File: src/rtl/kbd_playback_ctrl.sv
// Keyboard-driven playback sequencer: fetches 32-bit flash words and plays each as two 16-bit samples, one per sample_tick.
// Latency: a command takes effect the cycle after its strobe. Flash stalls simply hold the FETCH state; ticks outside OUT states are dropped.
module kbd_playback_ctrl #(
    parameter int                ADDR_W    = 23,
    parameter logic [ADDR_W-1:0] LAST_ADDR = 23'h7FFFF
) (
    input  logic              clk,
    input  logic              reset,
    input  logic [7:0]        kbd_data,
    input  logic              kbd_valid,
    input  logic              sample_tick,
    output logic              flash_read,
    output logic [ADDR_W-1:0] flash_addr,
    input  logic              flash_waitrequest,
    input  logic [31:0]       flash_readdata,
    input  logic              flash_readdatavalid,
    output logic [15:0]       sample_out,
    output logic              sample_valid,
    output logic              playing,
    output logic              direction
);

    typedef enum logic [2:0] {
        FETCH,
        WAIT_DATA,
        OUT_FIRST,
        OUT_SECOND,
        ADVANCE
    } state_t;

    state_t            state;
    logic              restart_pending;
    logic [15:0]       first_half;
    logic [15:0]       second_half;
    logic [7:0]        key_uc;
    logic [ADDR_W-1:0] restart_addr;

    // Clearing bit 5 folds lowercase letters onto uppercase; no other code lands on E/D/F/B/R.
    assign key_uc       = kbd_data & 8'hDF;
    assign restart_addr = direction ? LAST_ADDR : '0;

    always_ff @(posedge clk) begin
        if (reset) begin
            state           <= FETCH;
            restart_pending <= 1'b0;
            playing         <= 1'b0;
            direction       <= 1'b0;
            flash_read      <= 1'b0;
            flash_addr      <= '0;
            sample_out      <= '0;
            sample_valid    <= 1'b0;
            first_half      <= '0;
            second_half     <= '0;
        end else begin
            sample_valid <= 1'b0;
            unique case (state)
                FETCH: begin
                    if (!flash_read) begin
                        flash_read <= 1'b1;
                    end else if (!flash_waitrequest) begin
                        flash_read <= 1'b0;
                        state      <= WAIT_DATA;
                    end
                end
                WAIT_DATA: begin
                    if (flash_readdatavalid) begin
                        if (restart_pending) begin
                            flash_addr      <= restart_addr;
                            restart_pending <= 1'b0;
                            state           <= FETCH;
                        end else begin
                            first_half  <= direction ? flash_readdata[31:16] : flash_readdata[15:0];
                            second_half <= direction ? flash_readdata[15:0]  : flash_readdata[31:16];
                            state       <= OUT_FIRST;
                        end
                    end
                end
                OUT_FIRST: begin
                    if (restart_pending) begin
                        flash_addr      <= restart_addr;
                        restart_pending <= 1'b0;
                        state           <= FETCH;
                    end else if (sample_tick && playing) begin
                        sample_out   <= first_half;
                        sample_valid <= 1'b1;
                        state        <= OUT_SECOND;
                    end
                end
                OUT_SECOND: begin
                    if (restart_pending) begin
                        flash_addr      <= restart_addr;
                        restart_pending <= 1'b0;
                        state           <= FETCH;
                    end else if (sample_tick && playing) begin
                        sample_out   <= second_half;
                        sample_valid <= 1'b1;
                        state        <= ADVANCE;
                    end
                end
                ADVANCE: begin
                    if (restart_pending) begin
                        flash_addr      <= restart_addr;
                        restart_pending <= 1'b0;
                    end else if (!direction) begin
                        flash_addr <= (flash_addr == LAST_ADDR) ? '0 : flash_addr + ADDR_W'(1);
                    end else begin
                        flash_addr <= (flash_addr == '0) ? LAST_ADDR : flash_addr - ADDR_W'(1);
                    end
                    state <= FETCH;
                end
                default: state <= FETCH;
            endcase

            // Placed after the FSM so a new restart strobe wins over a same-cycle clear.
            if (kbd_valid) begin
                case (key_uc)
                    8'h45:   playing         <= 1'b1;
                    8'h44:   playing         <= 1'b0;
                    8'h46:   direction       <= 1'b0;
                    8'h42:   direction       <= 1'b1;
                    8'h52:   restart_pending <= 1'b1;
                    default: ;
                endcase
            end
        end
    end

endmodule

File: config.mk
export PLATFORM = sky130hd
export DESIGN_NAME = kbd_playback_ctrl
export DESIGN_NICKNAME = d
export VERILOG_FILES = /design/src/rtl/kbd_playback_ctrl.sv
export SDC_FILE = /design/constraint.sdc
export NUM_CORES = 1
export LEC_CHECK = 0
export BUFFER_PORTS_ARGS = -buffer_cell sky130_fd_sc_hd__clkbuf_2
export CAP_MARGIN = 30
export CORE_MARGIN = 3
export CORE_UTILIZATION = 35
export DETAILED_ROUTE_END_ITERATION = 8
export SKIP_LAST_GASP = 1
export SYNTH_ARGS = -nofsm -noshare
export SYNTH_HDL_FRONTEND = slang
export SYNTH_SLANG_ARGS = --single-unit
File: constraint.sdc
create_clock -name clk -period 4.2 [get_ports clk]
set_clock_uncertainty 0.1 [all_clocks]
set_input_delay 0.21 -clock clk [delete_from_list [all_inputs] [get_ports clk]]
set_output_delay 0.21 -clock clk [all_outputs]
set_load 0.005 [all_outputs]
==> results.ini <==
[setup_path]
startpoint_type=flip-flop
required_ns=4.31
reg2reg_slack_ns=1.56
crit_cells=7
cp-startpoint=flash_addr[0]$_SDFFE_PP0P_
end_kind=flip-flop
slowest_stage=dfxtp_1
critPathMaxStageDelay_ns=0.49
crit_chain=ha_1 -> nand3_2 -> nor3_4 -> a41oi_1 -> a221o_1 -> a21oi_1 -> a21oi_1
cp.arrival_ns=2.76
path_max_fanout=10
reg2reg_depth=7
cpMostUsedCell=a21oi_1
crit_buf_inv=0
r2r-end=flash_addr[9]$_SDFFE_PP0P_
path_class=reg -> reg
r2r_start=flash_addr[0]$_SDFFE_PP0P_
crit_family=compound AO/OA/AOI/OAI gates

[clock_network]
cts_resized=0
post-cts-setup-buffers=0
numCtsBuffers=9
clk_latency_ns=0.34
clk_pin_slew_ns=0.07
h-tree-depth=3
clk_path_buf_depth=2
ctsRootBufferMaster=clkbuf_16
cts_tree=done
cts.sinks=79

[logic_synthesis]
synthArstFlopShare_pct=0
synth-edff-count=0
avgSynthCellArea_um2=8.475
syn-num-nets=592
yosys.area.top_type_share_pct=34.37
ys_ff_latch=79
synth_largest_area_cell=dfxtp_1
ys_seq_area_share_pct=34.37
ys_warn_count=0
ys.flop_type=dfxtp_1
synthCells=543
synth_area_leaders=dfxtp_1, mux2i_1, a211oi_1
synth.distinct_cells=73
syn_area_mm2=0.004602

[worst_hold_path]
hold_depth=3
hp-start=kbd_data[0]
whs_endpoint=playing$_SDFFE_PP0P_
hp-class=in -> reg

[sta]
period_share_pct=62.93
rsz0062_at_grt=no
fmax_mhz=378.3
finalMaxSlewViolations=0
hold_viol=0
setup_tns_ns=0
slew_headroom_pct=34.77
worstMarginPinSlew_ns=0.9784
setup_viol=0
whs_ns=0.03533
fin_crit_ns=2.643

[finish]
multi_input_area_mm2=0.002750
final_cell_mix=clkbuf_2, dfxtp_1, nor2_1
nets=650
fill_cells=1348
area_growth_syn_to_layout_pct=16.78
seqCellArea_mm2=0.001583
n_antenna_cell=0
drive_above_1_share_pct=22.94
final_common_cell=clkbuf_2

[power_and_ir_drop]
ir_drop_v=0.0001974
p_sw_share_pct=26.89
p_clk_share_pct=42.8
cellLeakagePower_nw=2.064
power_density_mw_per_mm2=327.1
pwr-share-comb_pct=10.5
pwr-share-seq_pct=46.8
p_sw_mw=0.4727
intPower_mw=1.285
total_power_mw=1.758

[routing]
drtPass1Iterations=4
vias=4284
drc_errors=0
drtIter0Drc=287
ant_nets=0
drt-wirelength-per-cell_um=15.38
routed_wl_mm=11.97
post_drt_via_cell_ratio=5.506

[floorplan]
initial_utilization_pct=36.17
fp.dieW_um=120.7
die_y_um=120.7
dieArea_mm2=0.01456
num_rows=41
coreArea_mm2=0.01272
ioPinCount=89

[global_route]
track_usage_pct=16.73
grt_pass1_wl_mm=19.95
overflow=0
grt_pass1_vias=4123
grt_max_degree=59
antenna_found_initial=0

[placement]
post-dp-hpwl_mm=8.302
port_buffers=87
gp_congestion=0.8843

[job]
cap_violations=0

[outcome]
status=completed

==> routing by layer <==
| layer | share of wire [%] | GRT usage [%] | vias up |
|---|---|---|---|
| li1 | - | - | 2155 |
| met1 | 45 | 21.06 | 1984 |
| met2 | 46 | 27.24 | 127 |
| met3 | 6.9 | 5.519 | 18 |
| met4 | 1.5 | 5.028 | 0 |
| met5 | 0 | 0 | - |
==> through the flow <==
| step | std cells | area, um^2 | util (%) | worst slack, ns |
|---|---|---|---|---|
| after floorplan | 543 | 4602 | - | 2.136 |
| after global placement | 759 | 5055 | 39.73 | 1.285 |
| after detailed placement | 761 | 5082 | 39.95 | 1.621 |
| after CTS | 778 | 5374 | 42.24 | 1.590 |
| after global routing | 778 | 5374 | 42.24 | 1.387 |
| final | 778 | 5374 | 42.24 | 1.557 |
==> final cells by class <==
type / instances / area share [%]
multi-input cells: 406 / 51.18
flip-flops and latches: 79 / 29.45
repair buffers: 94 / 9.360
clock buffers: 9 / 4.191
well taps: 172 / 4.005
clock inverters: 7 / 1.048
inverters: 11 / 0.7683
==> cell families after synthesis <==
group                    after synthesis  share of synthesized area [%]
AND/OR/NAND/NOR                      184                          22.57
AO/OA/AOI/OAI                        157                          23.06
flip-flops                            79                          34.37
buffers and inverters                 58                          5.900
multiplexers                          52                          11.39
XOR/XNOR                              10                          1.903
adder cells (fa/ha/maj)                3                         0.8157
==> tightest hold or removal path: stages <==
cell,delay [ns]
clkbuf_2,0.09
mux2i_1,0.06
nor2_1,0.08
==> state kept, by name, summed over array words and instances (netlist names), 3 cells and up <==
| signal | flops |
|---|---|
| second_half | 16 |
| sample_out | 16 |
| flash_addr | 23 |
| first_half | 16 |
| state | 3 |
==> timing repair <==
| item | in CTS | in global routing |
|---|---|---|
| setup endpoints to repair | 0 | 0 |
| hold buffers | 1 | 0 |
| endpoints found under the hold margin | 1 | 0 |
==> synth_stat cells, drive strengths merged (2+ instances only) <==
library cell / instances
nand3: 9
or3: 3
buf: 31
nor2: 72
a221o: 2
and4: 2
a211oi: 52
o21ai: 26
nand4: 8
mux2: 3
a41oi: 3
and2: 4
nor3b: 5
a31oi: 16
nor4b: 3
nand2: 26
dfxtp: 79
nor3: 24
or2: 2
xor2: 4
o31ai: 3
nor4: 7
o22ai: 5
o31a: 3
clkbuf: 16
mux2i: 49
inv: 10
a21oi: 28
o21a: 4
o211ai: 3
nand4b: 4
xnor2: 6
nand2b: 2
and3: 6
ha: 3
nand3b: 2
==> worst max path at each step <==
| stage | slack (ns) | end |
|---|---|---|
| after floorplan | 2.14 | flash_addr[9]$_SDFFE_PP0P_ |
| after global placement | 1.28 | flash_addr[7]$_SDFFE_PP0P_ |
| after detailed placement | 1.62 | flash_addr[9]$_SDFFE_PP0P_ |
| after CTS | 1.59 | flash_addr[9]$_SDFFE_PP0P_ |
| after global routing | 1.39 | flash_addr[5]$_SDFFE_PP0P_ |
| final | 1.56 | flash_addr[9]$_SDFFE_PP0P_ |
==> power groups by stage <==
stage | Combinational, mW | Clock [mW] | Sequential (mW)
floorplan | 0.137 | 0 | 0.828
global placement | 0.174 | 0 | 0.837
detailed placement | 0.184 | 0 | 0.839
CTS | 0.186 | 0.777 | 0.822
global route | 0.211 | 0.803 | 0.828
finish | 0.184 | 0.752 | 0.822
Power figures use the tool's default switching activity.
